$ cat src/rtl/axi_lite_arb2.sv
// axi_lite_arb2: round-robin arbiter sharing one AXI-Lite slave between two masters.
// Optional per-master completion counters when AXI_ARB_STATS_EN is defined.
module axi_lite_arb2 #(
    parameter int ADDR_WIDTH = 32,
    parameter int DATA_WIDTH = 32
) (
    input  logic                    clk,
    input  logic                    rst,
`ifdef AXI_ARB_STATS_EN
    input  logic                    stats_clr,
    output logic [15:0]             gnt_cnt0,
    output logic [15:0]             gnt_cnt1,
`endif
    input  logic [ADDR_WIDTH-1:0]   m0_awaddr,
    input  logic                    m0_awvalid,
    output logic                    m0_awready,
    input  logic [DATA_WIDTH-1:0]   m0_wdata,
    input  logic [DATA_WIDTH/8-1:0] m0_wstrb,
    input  logic                    m0_wvalid,
    output logic                    m0_wready,
    output logic [1:0]              m0_bresp,
    output logic                    m0_bvalid,
    input  logic                    m0_bready,
    input  logic [ADDR_WIDTH-1:0]   m0_araddr,
    input  logic                    m0_arvalid,
    output logic                    m0_arready,
    output logic [DATA_WIDTH-1:0]   m0_rdata,
    output logic [1:0]              m0_rresp,
    output logic                    m0_rvalid,
    input  logic                    m0_rready,
    input  logic [ADDR_WIDTH-1:0]   m1_awaddr,
    input  logic                    m1_awvalid,
    output logic                    m1_awready,
    input  logic [DATA_WIDTH-1:0]   m1_wdata,
    input  logic [DATA_WIDTH/8-1:0] m1_wstrb,
    input  logic                    m1_wvalid,
    output logic                    m1_wready,
    output logic [1:0]              m1_bresp,
    output logic                    m1_bvalid,
    input  logic                    m1_bready,
    input  logic [ADDR_WIDTH-1:0]   m1_araddr,
    input  logic                    m1_arvalid,
    output logic                    m1_arready,
    output logic [DATA_WIDTH-1:0]   m1_rdata,
    output logic [1:0]              m1_rresp,
    output logic                    m1_rvalid,
    input  logic                    m1_rready,
    output logic [ADDR_WIDTH-1:0]   s_awaddr,
    output logic                    s_awvalid,
    input  logic                    s_awready,
    output logic [DATA_WIDTH-1:0]   s_wdata,
    output logic [DATA_WIDTH/8-1:0] s_wstrb,
    output logic                    s_wvalid,
    input  logic                    s_wready,
    input  logic [1:0]              s_bresp,
    input  logic                    s_bvalid,
    output logic                    s_bready,
    output logic [ADDR_WIDTH-1:0]   s_araddr,
    output logic                    s_arvalid,
    input  logic                    s_arready,
    input  logic [DATA_WIDTH-1:0]   s_rdata,
    input  logic [1:0]              s_rresp,
    input  logic                    s_rvalid,
    output logic                    s_rready
);

    typedef enum logic [2:0] {
        IDLE, WR_ADDR, WR_RESP, RD_ADDR, RD_RESP
    } state_t;

    state_t state;
    logic   gnt, is_wr, rr_ptr, aw_done, w_done;

    logic req0, req1, win, win_wr;
    assign req0   = m0_awvalid | m0_arvalid;
    assign req1   = m1_awvalid | m1_arvalid;
    assign win    = (req0 & req1) ? rr_ptr : req1;
    assign win_wr = win ? m1_awvalid : m0_awvalid;

    logic aw_fwd, w_fwd, b_fwd, ar_fwd, r_fwd;
    assign aw_fwd = (state == WR_ADDR) & ~aw_done;
    assign w_fwd  = (state == WR_ADDR) & ~w_done;
    assign b_fwd  = (state == WR_RESP);
    assign ar_fwd = (state == RD_ADDR);
    assign r_fwd  = (state == RD_RESP);

    // Slave side: owner's request, zeroed whenever the channel is closed
    assign s_awvalid = aw_fwd & (gnt ? m1_awvalid : m0_awvalid);
    assign s_awaddr  = !aw_fwd ? '0 : (gnt ? m1_awaddr : m0_awaddr);
    assign s_wvalid  = w_fwd & (gnt ? m1_wvalid : m0_wvalid);
    assign s_wdata   = !w_fwd ? '0 : (gnt ? m1_wdata : m0_wdata);
    assign s_wstrb   = !w_fwd ? '0 : (gnt ? m1_wstrb : m0_wstrb);
    assign s_bready  = b_fwd & (gnt ? m1_bready : m0_bready);
    assign s_arvalid = ar_fwd & (gnt ? m1_arvalid : m0_arvalid);
    assign s_araddr  = !ar_fwd ? '0 : (gnt ? m1_araddr : m0_araddr);
    assign s_rready  = r_fwd & (gnt ? m1_rready : m0_rready);

    logic own0, own1;
    assign own0 = ~gnt;
    assign own1 = gnt;

    assign m0_awready = aw_fwd & own0 & s_awready;
    assign m0_wready  = w_fwd & own0 & s_wready;
    assign m0_bvalid  = b_fwd & own0 & s_bvalid;
    assign m0_bresp   = (b_fwd & own0) ? s_bresp : 2'b00;
    assign m0_arready = ar_fwd & own0 & s_arready;
    assign m0_rvalid  = r_fwd & own0 & s_rvalid;
    assign m0_rdata   = (r_fwd & own0) ? s_rdata : '0;
    assign m0_rresp   = (r_fwd & own0) ? s_rresp : 2'b00;

    assign m1_awready = aw_fwd & own1 & s_awready;
    assign m1_wready  = w_fwd & own1 & s_wready;
    assign m1_bvalid  = b_fwd & own1 & s_bvalid;
    assign m1_bresp   = (b_fwd & own1) ? s_bresp : 2'b00;
    assign m1_arready = ar_fwd & own1 & s_arready;
    assign m1_rvalid  = r_fwd & own1 & s_rvalid;
    assign m1_rdata   = (r_fwd & own1) ? s_rdata : '0;
    assign m1_rresp   = (r_fwd & own1) ? s_rresp : 2'b00;

    logic aw_hs, w_hs, ar_hs, b_hs, r_hs, done;
    assign aw_hs = s_awvalid & s_awready;
    assign w_hs  = s_wvalid & s_wready;
    assign ar_hs = s_arvalid & s_arready;
    assign b_hs  = s_bvalid & s_bready;
    assign r_hs  = s_rvalid & s_rready;
    assign done  = is_wr ? b_hs : r_hs;

    always_ff @(posedge clk) begin
        if (rst) begin
            state   <= IDLE;
            gnt     <= 1'b0;
            is_wr   <= 1'b0;
            rr_ptr  <= 1'b0;
            aw_done <= 1'b0;
            w_done  <= 1'b0;
        end else begin
            unique case (state)
                IDLE: begin
                    if (req0 | req1) begin
                        gnt   <= win;
                        is_wr <= win_wr;
                        state <= win_wr ? WR_ADDR : RD_ADDR;
                    end
                end
                WR_ADDR: begin
                    // AW and W may complete in either order or together
                    if ((aw_done | aw_hs) & (w_done | w_hs)) begin
                        aw_done <= 1'b0;
                        w_done  <= 1'b0;
                        state   <= WR_RESP;
                    end else begin
                        if (aw_hs) aw_done <= 1'b1;
                        if (w_hs)  w_done  <= 1'b1;
                    end
                end
                RD_ADDR: begin
                    if (ar_hs) state <= RD_RESP;
                end
                WR_RESP, RD_RESP: begin
                    if (done) begin
                        state  <= IDLE;
                        rr_ptr <= ~gnt;
                    end
                end
                default: state <= IDLE;
            endcase
        end
    end

`ifdef AXI_ARB_STATS_EN
    always_ff @(posedge clk) begin
        if (rst || stats_clr) begin
            gnt_cnt0 <= '0;
            gnt_cnt1 <= '0;
        end else if (done) begin
            if (!gnt && gnt_cnt0 != 16'hFFFF)
                gnt_cnt0 <= gnt_cnt0 + 16'd1;
            if (gnt && gnt_cnt1 != 16'hFFFF)
                gnt_cnt1 <= gnt_cnt1 + 16'd1;
        end
    end
`endif

endmodule

$ cat config.mk
export PLATFORM = sky130hd
export DESIGN_NAME = axi_lite_arb2
export DESIGN_NICKNAME = d
export VERILOG_FILES = /design/src/rtl/axi_lite_arb2.sv
export SDC_FILE = /design/constraint.sdc
export NUM_CORES = 1
export LEC_CHECK = 0
export BUFFER_PORTS_ARGS = -buffer_cell sky130_fd_sc_hd__buf_2
export CAP_MARGIN = 20
export CORE_AREA = 3 3 168 170
export CTS_BUF_LIST = sky130_fd_sc_hd__clkbuf_4 sky130_fd_sc_hd__clkbuf_8
export DETAILED_ROUTE_END_ITERATION = 10
export DIE_AREA = 0 0 171 173
export GPL_TIMING_DRIVEN = 0
export PLACE_DENSITY = 0.33
export SETUP_SLACK_MARGIN = 0.2
export SKIP_LAST_GASP = 1
export SYNTH_ARGS = -nofsm -noshare
export SYNTH_HDL_FRONTEND = slang
export SYNTH_SLANG_ARGS = --single-unit
$ cat constraint.sdc
create_clock -name clk -period 2.2 [get_ports clk]
set_input_delay 0.22 -clock clk [delete_from_list [all_inputs] [get_ports clk]]
set_output_delay 0.22 -clock clk [all_outputs]
set_load 0.005 [all_outputs]
Yosys cells after proc, flatten, opt, wreduce, memory -nomap -nowiden --
Index checks and enable logic that the tools add are counted. W data, S select, Z words.
Storage, ports and cells: input port bits 253, flip-flop bits (word level) 8, output and inout bits 187, logic and storage cells 97
Operators by class: eq/ne operators 8, muxes and demuxes 32, reduce and logical (&&, ||, !) cells 9, bitwise operators 42
Operators with widths (count):
- $mux W32 | 8
- $and A1 B1 Y1 | 34
- $mux W1 | 12
- $mux W3 | 4
- $pmux W3 S4 | 1
- $mux W2 | 5
- $mux W4 | 2
- $reduce_and A2 Y1 | 4
- $eq A3 B2 Y1 const B | 2
- $or A1 B1 Y1 | 5
- $ne A2 B1 Y1 const B | 2
- $ne A2 B2 Y1 const B | 2
- $reduce_and A4 Y1 | 1
- $reduce_bool A2 Y1 | 2
- $eq A3 B1 Y1 const B | 1
- $eq A3 B3 Y1 const B | 1
- $logic_not A3 Y1 | 1
- $not A1 Y1 | 3
- $reduce_or A2 Y1 | 1

Logic depth before layout (Yosys ltp) --
Gate-level depths: netlist of the first run.
depth after elaboration 8, mapped depth 7, mapped depth without buffers 5

Worst setup path before layout of the first run --
No wires, ideal clock.
path kind register to register, start register state[0], end register state[2], period minus slack after synthesis 1.541 ns, slack 0.659 ns, stages on the path, launching flop included 7, required time 2.079 ns, arrival time 1.420 ns, buffers on the path 1, cell sequence dfxtp_1 -> buf_4 -> nor3b_2 -> nand3b_1 -> nand3_1 -> and3_4 -> mux2_4
Between the ends: word-level cells in the longest chain between the ends 8, elaborated cells on any way between the ends 28, classes of those cells eq/ne: 8; mux: 2; bitwise: 15; reduce/logical: 3
RTL lines:
- from (decl) | RTL line 71 | state_t state;
- from (signal assigned) | RTL line 142 | state <= win_wr ? WR_ADDR : RD_ADDR;
- $eq A3 B1 Y1 | RTL line 81, 82, 137
- $and A1 B1 Y1, on equally long branches | RTL line 81, 82
- $and A1 B1 Y1, on equally long branches | RTL line 88, 90
- $and A1 B1 Y1, on equally long branches | RTL line 121, 122
- $or A1 B1 Y1 | RTL line 147 | if ((aw_done | aw_hs) & (w_done | w_hs)) begin
- $and A1 B1 Y1 | RTL line 147
- $ne A2 B1 Y1 (no line)
- $reduce_and A4 Y1 (no line)
Several ways; a longest one is shown, not always the timed one. A chain may end at the register's enable or synchronous reset.

Worst setup path in the final report of the first run --
start register gnt, end output port m0_rdata[26]
Between the ends: word-level cells in the longest chain between the ends 3
RTL lines:
- from (decl) | RTL line 72 | logic gnt, is_wr, rr_ptr, aw_done, w_done;
- from (signal assigned) | RTL line 140 | gnt <= win;
- $not A1 Y1 | RTL line 99 | assign own0 = ~gnt;
- $and A1 B1 Y1 | RTL line 108 | assign m0_rdata = (r_fwd & own0) ? s_rdata : '0;
- $mux W32 | RTL line 108
- to (decl) | RTL line 27 | output logic [DATA_WIDTH-1:0] m0_rdata,
No other way between the ends.

==> results.sh, run 1 <==
export IMPL_ios=440
export IMPL_synth_seq_cells=8
export IMPL_critPathCaptureType="output port"
export IMPL_htreeDepth=1
export IMPL_synth_ff_type="dfxtp_1"
export IMPL_async_reset_ff_share_pct=0
export IMPL_fin_skew_ns=0.00694
export IMPL_dieArea_sq_mm=0.0296
export IMPL_synth_cells=391
export IMPL_portBuffers=438
export IMPL_swShare_pct=46.5
export IMPL_ys_types=35
export IMPL_fmax_ghz=0.517
export IMPL_synthMuxAreaShare_pct=40.8
export IMPL_max_slew_margin_pct=65.8
export IMPL_coreArea_sq_mm=0.0269
export IMPL_hold_violations=0
export IMPL_peakVddDrop_mv=0.249
export IMPL_regArea_sq_um=161
export IMPL_intPower_mw=1.58
export IMPL_grt_pass1_vias=4608
export IMPL_synth_area_leaders="mux2i_1, and2_1, nor2_1"
export IMPL_status="finished, final reports clean"
export IMPL_place_congestion=0.794
export IMPL_drc=0
export IMPL_worstSetupPathType="reg -> out"
export IMPL_cts_max_path_buffers=2
export IMPL_nFillCells=3122
export IMPL_synth_edf_count=0
export IMPL_drtAntennaViolNets=0
export IMPL_synth_sequential_area_ratio_pct=6.02
export IMPL_rsz0062_at_grt="yes"
export IMPL_synth_top_family_by_area="simple AND/OR/NAND/NOR gates"
export IMPL_cp_start_kind="flip-flop"
export IMPL_start_util_pct=9.91
export IMPL_final_common_cell="buf_2"
export IMPL_fin_util_pct=21.4
export IMPL_synth_nets=644
export IMPL_routed_wl_mm=20.9
export IMPL_arrival_ns=1.71
export IMPL_timing_max_cap_violations=0
export IMPL_leakagePower_nw=3.20
export IMPL_antenna_found_initial=2
export IMPL_hold_ws_ns=0.365
export IMPL_synth_area_leader_cell="mux2i_1"
export IMPL_avgRoutedWirePerCell_microns=17.5
export IMPL_cpPeakStageDelay_ns=0.31
export IMPL_synthAdderAreaFrac_pct=0
export IMPL_root_buffer="clkbuf_8"
export IMPL_synth_xor_xnor_area_share_pct=0.329
export IMPL_clockPowerShare_pct=6.0
export IMPL_syn_area_sq_mm=0.00266
export IMPL_layout_nets=1102
export IMPL_grt_pass1_wl_mm=28.5
export IMPL_critPathMaxFanout=10
export IMPL_die_w_microns=171
export IMPL_synth_top_area_share_pct=39.8
export IMPL_synth_compound_area_share_pct=3.90
export IMPL_synthSimpleGateAreaFrac_pct=41.8
export IMPL_area_delta_synth_final_pct=116
export IMPL_power_frac_seq_pct=6.6
export IMPL_path_delay_family="buffers and inverters"
export IMPL_critical_path_buf_inv_count=5
export IMPL_std_cell_rows=60
export IMPL_ys_warn_count=0
export IMPL_slowest_stage="dfxtp_1"
export IMPL_multi_input_area_sq_mm=0.00243
export IMPL_cts_sinks=8
export IMPL_grt_max_degree=11
export IMPL_drive_above_1_share_pct=60.7
export IMPL_finalCriticalPeriod_ns=1.93
export IMPL_powerDensity_mw_per_mm2=514
export IMPL_grt_ovfl_total=0
export IMPL_p_comb_share_pct=87.3
export IMPL_critical_path_required_ns=1.98
export IMPL_final_cell_mix="buf_2, mux2i_1, nor2_1, and2_1, buf_4"
export IMPL_layout_setup_ws_ns=0.266
export IMPL_avgSynthCellArea_sq_um=6.81
export IMPL_cts_hold_buf=0
export IMPL_firstDrtPassIters=4
export IMPL_vias=4475
export IMPL_tritoncts="built"
export IMPL_vias_per_cell=3.76
export IMPL_dpl_cell_area_sq_mm=0.00528
export IMPL_first_iter_violations=85
export IMPL_path_clk_slew_ns=0.04
export IMPL_finalPower_mw=2.96
export IMPL_preCtsSetupSlack_ns=-0.288
export IMPL_crit_chain="buf_8 -> clkbuf_16 -> buf_4 -> nor2_4 -> clkbuf_4 -> and2_1 -> buf_2"
export IMPL_track_usage_pct=12.7
export IMPL_clk_latency_ns=0.23
export IMPL_numCtsBuffers=3
export IMPL_hold_class="in -> reg"
export IMPL_place_hpwl_mm=17.8
export IMPL_final_max_slew_viol_count=0
export IMPL_final_area_sq_mm=0.00575
export IMPL_fp_dieH_microns=173
export IMPL_p_switching_mw=1.38
export IMPL_setup_viol_count_final=0
export IMPL_tightest_slew_ns=0.513
export IMPL_period_share_pct=87.9
==> stage by stage <==
step                      TNS, ns  std cells
final                           0       1190
after global placement      -2.30       1170
after global routing            0       1190
after CTS                       0       1177
after detailed placement    -2.51       1170
after floorplan                 0        391
==> final timing paths <==
path,startpoint,slack (ns),to,cells after the start
max reg2reg,state[0]$_SDFFE_PP0P_,0.32,state[2]$_SDFFE_PP0P_,7
max,gnt$_SDFFE_PP0P_,0.27,m0_rdata[26],7
min,m0_arvalid,0.36,gnt$_SDFFE_PP0P_,4
min reg2reg,aw_done$_SDFFE_PP0P_,0.52,aw_done$_SDFFE_PP0P_,2
==> synthesized netlist by cell type (2+ instances only) <==
library cell	number
inv_1	4
buf_6	3
nor2_1	113
buf_2	11
and2_1	70
nor3_1	11
nor2b_1	4
buf_4	3
nand2_1	3
dfxtp_1	8
mux2i_1	106
o21a_1	2
a21oi_1	7
nand3b_1	2
nand2b_1	4
and3_1	6
clkbuf_1	15
buf_1	2
==> worst min-delay path, cell delays in order <==
cell and delay [ns]:
buf_2 0.13, o21ai_0 0.08, nand2_1 0.06, a21oi_1 0.05
==> cell type report <==
type                       instances  area share (%)
multi-input combinational        345            42.2
timing repair buffer             453            41.3
tap                              341            7.42
buffer                            34            5.15
sequential                         8            2.81
clock buffer                       3           0.718
inverter                           4           0.326
antenna                            2          0.0870
==> power groups by stage <==
stage               Clock, mW  Combinational, mW  Sequential (mW)
finish                  0.178               2.58            0.196
CTS                     0.184               2.34            0.193
global route            0.198               2.84            0.201
floorplan                   0               1.13            0.192
global placement            0               2.19            0.195
detailed placement          0               2.18            0.195
==> state kept, by name, summed over array words and instances (netlist names) <==
name,count
is_wr,1
state,3
rr_ptr,1
w_done,1
aw_done,1
gnt,1
==> layer usage <==
metal,vias to the layer above,track usage [%],wire length (microns)
met5,-,0,0
met4,0,2.21,280
met3,10,2.70,1770
met2,272,25.2,11200
met1,1969,13.7,7630
li1,2224,-,-
==> what timing repair did <==
item	4_1_cts	5_1_grt
pin swaps	0	3
setup buffers	4	8
cloned	0	3
resized for setup	45	45
endpoints found under the hold margin	0	0
endpoints found under the setup margin	175	123
==> logic make-up after synthesis <==
| kind of cell | count (synthesis) |
|---|---|
| AND/OR/NAND/NOR | 221 |
| flip-flops | 8 |
| AO/OA/AOI/OAI | 15 |
| multiplexers | 108 |
| XOR/XNOR | 1 |
| buffers and inverters | 38 |
Power figures use the tool's default switching activity.
==> run 2, diff against run 1 <==
--- a/config.mk
+++ b/config.mk
@@ -5,14 +5,15 @@
 export SDC_FILE = /design/constraint.sdc
 export NUM_CORES = 1
 export LEC_CHECK = 0
+export ABC_AREA = 1
 export BUFFER_PORTS_ARGS = -buffer_cell sky130_fd_sc_hd__buf_2
 export CAP_MARGIN = 20
-export CORE_AREA = 3 3 168 170
+export CORE_AREA = 3 3 169 171
 export CTS_BUF_LIST = sky130_fd_sc_hd__clkbuf_4 sky130_fd_sc_hd__clkbuf_8
 export DETAILED_ROUTE_END_ITERATION = 10
-export DIE_AREA = 0 0 171 173
+export DIE_AREA = 0 0 172 174
 export GPL_TIMING_DRIVEN = 0
-export PLACE_DENSITY = 0.33
+export PLACE_DENSITY = 0.32
 export SETUP_SLACK_MARGIN = 0.2
 export SKIP_LAST_GASP = 1
 export SYNTH_ARGS = -nofsm -noshare
==> run 2 against run 1 <==
  * Critical path depth stayed put
  * Register-to-register slack better by 0.30 ns
  * Combinational power is 24% lower
  * Die area is 1.2% higher
  * Core utilization is 1.9 points lower
  * Sequential share of layout area is 0.30 points higher
  * Final cell count is 11% higher
  * Synthesized cell count is 38% higher
  * Synthesized area is 7.6% lower
  * Critical path type unchanged
  * Highest routed layer is now met5
==> results.sh, run 2 <==
export IMPL_root_buffer="clkbuf_8"
export IMPL_final_area_sq_mm=0.00527
export IMPL_die_w_microns=172
export IMPL_track_usage_pct=11.4
export IMPL_firstDrtPassIters=4
export IMPL_htreeDepth=1
export IMPL_power_frac_seq_pct=10.0
export IMPL_synth_area_leaders="nand2_1, a21oi_1, inv_1"
export IMPL_tritoncts="built"
export IMPL_grt_ovfl_total=0
export IMPL_clk_latency_ns=0.23
export IMPL_final_max_slew_viol_count=0
export IMPL_reg2reg_slack_ns=0.62
export IMPL_critical_path_buf_inv_count=3
export IMPL_whs_path_depth=2
export IMPL_numCtsBuffers=3
export IMPL_finalCriticalPeriod_ns=1.92
export IMPL_ios=440
export IMPL_drive_above_1_share_pct=51.1
export IMPL_critPathMaxFanout=10
export IMPL_synth_ff_type="dfxtp_1"
export IMPL_fmax_ghz=0.522
export IMPL_arrival_ns=1.70
export IMPL_vias_per_cell=3.72
export IMPL_grt_pass1_vias=4903
export IMPL_synth_nets=792
export IMPL_finalPower_mw=2.38
export IMPL_cpPeakStageDelay_ns=0.37
export IMPL_final_cell_mix="buf_2, nand2_1, inv_1, nor2_1, a21oi_1"
export IMPL_reg2reg_depth=8
export IMPL_critical_path_required_ns=1.98
export IMPL_vias=4931
export IMPL_drc=0
export IMPL_period_share_pct=87.1
export IMPL_dp_cells=1319
export IMPL_worstSetupPathType="reg -> out"
export IMPL_timing_max_cap_violations=0
export IMPL_critPathCaptureType="output port"
export IMPL_peakVddDrop_mv=0.147
export IMPL_rsz0062_at_grt="yes"
export IMPL_layout_setup_ws_ns=0.284
export IMPL_yosys_top_cells_count="nand2_1, inv_1, nor2_1"
export IMPL_hold_ws_ns=0.252
export IMPL_dpl_cell_area_sq_mm=0.00508
export IMPL_hold_violations=0
export IMPL_instances_no_fill=1324
export IMPL_portBuffers=439
export IMPL_preCtsSetupSlack_ns=0.0382
export IMPL_area_delta_synth_final_pct=114
export IMPL_place_congestion=0.800
export IMPL_top_register="state"
export IMPL_synth_sequential_area_ratio_pct=6.51
export IMPL_dieArea_sq_mm=0.0299
export IMPL_ys_warn_count=0
export IMPL_coreArea_sq_mm=0.0270
export IMPL_avgRoutedWirePerCell_microns=14.2
export IMPL_setup_viol_count_final=0
export IMPL_cts_max_path_buffers=2
export IMPL_timing_rr_start="gnt$_SDFFE_PP0P_"
export IMPL_avgSynthCellArea_sq_um=4.57
export IMPL_cts_sinks=8
export IMPL_drtAntennaViolNets=0
export IMPL_std_cell_rows=60
export IMPL_syn_area_sq_mm=0.00246
export IMPL_p_comb_share_pct=82.1
export IMPL_synth_edf_count=0
export IMPL_final_common_cell="buf_2"
export IMPL_synth_cells=539
export IMPL_largest_reg_flops=3
export IMPL_clockPowerShare_pct=7.8
export IMPL_hold_class="in -> reg"
export IMPL_start_util_pct=9.11
export IMPL_antenna_found_initial=4
export IMPL_synth_top_area_share_pct=26.4
export IMPL_grt_max_degree=11
export IMPL_ys_types=19
export IMPL_layout_nets=1237
export IMPL_path_delay_family="buffers and inverters"
export IMPL_regToRegEndpoint="state[0]$_SDFFE_PP0P_"
export IMPL_synth_area_leader_cell="nand2_1"
export IMPL_routed_wl_mm=18.8
export IMPL_path_clk_slew_ns=0.04
export IMPL_grt_pass1_wl_mm=26.5
export IMPL_p_switching_mw=1.27
export IMPL_async_reset_ff_share_pct=0
export IMPL_max_slew_margin_pct=65.0
export IMPL_cp_start_kind="flip-flop"
export IMPL_fin_skew_ns=0.000465
export IMPL_hp_start="rst"
export IMPL_yosysMostFrequentCell="nand2_1"
export IMPL_tightest_slew_ns=0.519
export IMPL_first_iter_violations=167
export IMPL_crit_chain="nor2_2 -> nand2_2 -> nor2_2 -> inv_2 -> buf_2 -> a21oi_1 -> buf_2"
export IMPL_place_hpwl_mm=16.5
export IMPL_status="finished, final reports clean"
export IMPL_fp_dieH_microns=174
export IMPL_slowest_stage="dfxtp_2"
export IMPL_swShare_pct=53.5
export IMPL_leakagePower_nw=3.68
export IMPL_synth_seq_cells=8
export IMPL_intPower_mw=1.11
export IMPL_worstHoldEndpoint="state[0]$_SDFFE_PP0P_"
export IMPL_powerDensity_mw_per_mm2=451
==> run 2: cell types whose count changed after synthesis, moves of 29 or more <==
cell,before,now
inv_1,4,93
nand2_1,3,173
nor2_1,113,84
mux2i_1,106,0
and2_1,70,0
a21oi_1,7,77
a22oi_1,0,32
==> run 2: worst max-delay path by stage <==
| stage | startpoint | to | slack [ns] | cells after the start |
|---|---|---|---|---|
| final | state[1]$_SDFFE_PP0P_ | s_awaddr[22] | 0.28 | 7 |
| after global routing | state[1]$_SDFFE_PP0P_ | s_awaddr[22] | 0.18 | 7 |
| after CTS | state[2]$_SDFFE_PP0P_ | m0_rdata[26] | 0.14 | 6 |
| after detailed placement | gnt$_SDFFE_PP0P_ | s_wstrb[1] | 0.04 | 6 |
| after global placement | gnt$_SDFFE_PP0P_ | s_wstrb[1] | -0.01 | 6 |
| after floorplan | state[1]$_SDFFE_PP0P_ | s_wdata[24] | 0.77 | 7 |
==> run 2: per-layer routing <==
metal  part of all wire [%]  routed length (microns)  track usage, %  up-vias
li1                       -                        -               -     2545
met1                     37                     7050            12.1     2112
met2                     53                     9990            22.8      245
met3                    7.5                     1420            1.61       23
met4                    1.7                      327            2.93        6
met5                   0.21                       40               0        -
==> run 2: layout make-up <==
type                            instances  area, sq um
Antenna cell                            1         2.50
Buffer                                 36          223
Clock buffer                            3         41.3
Fill cell                            3215        21800
Inverter                               97          364
Multi-Input combinational cell        398         1850
Sequential cell                         8          164
Tap cell                              341          427
Timing Repair Buffer                  440         2200
==> run 2: timing repair <==
item,4_1_cts,5_1_grt
endpoints found under the setup margin,161,144
hold endpoints to repair,0,0
pin swaps,1,1
hold buffers,0,0
setup buffers,1,0
gates resized for setup,25,34
==> run 2: stage by stage <==
stage / util (%) / setup TNS [ns]
after floorplan: - / 0
after global placement: 18.8 / -0.0110
after detailed placement: 18.8 / 0
after CTS: 19.2 / 0
after global routing: 19.5 / 0
final: 19.5 / 0
==> run 2: logic make-up after synthesis <==
family	synth area share, %
buffers and inverters	21.3
AND/OR/NAND/NOR	45.2
flip-flops	6.51
AO/OA/AOI/OAI	27.0
==> run 2: worst reg2reg max path, stage by stage (launching register included) <==
cell     delay, ns
dfxtp_1       0.36
buf_6         0.18
o21ai_0       0.14
nor3_1        0.31
nor2_1        0.09
nor2_2        0.16
nand2_2       0.08
nand2_1       0.06
a21oi_1       0.05
==> run 2: power groups by stage <==
stage	clock network [mW]	logic [mW]	registers, mW
after floorplan	0	0.921	0.212
after CTS	0.189	1.94	0.222
after global placement	0	1.92	0.224
final	0.186	1.95	0.238
after global routing	0.197	2.19	0.244
after detailed placement	0	1.89	0.223
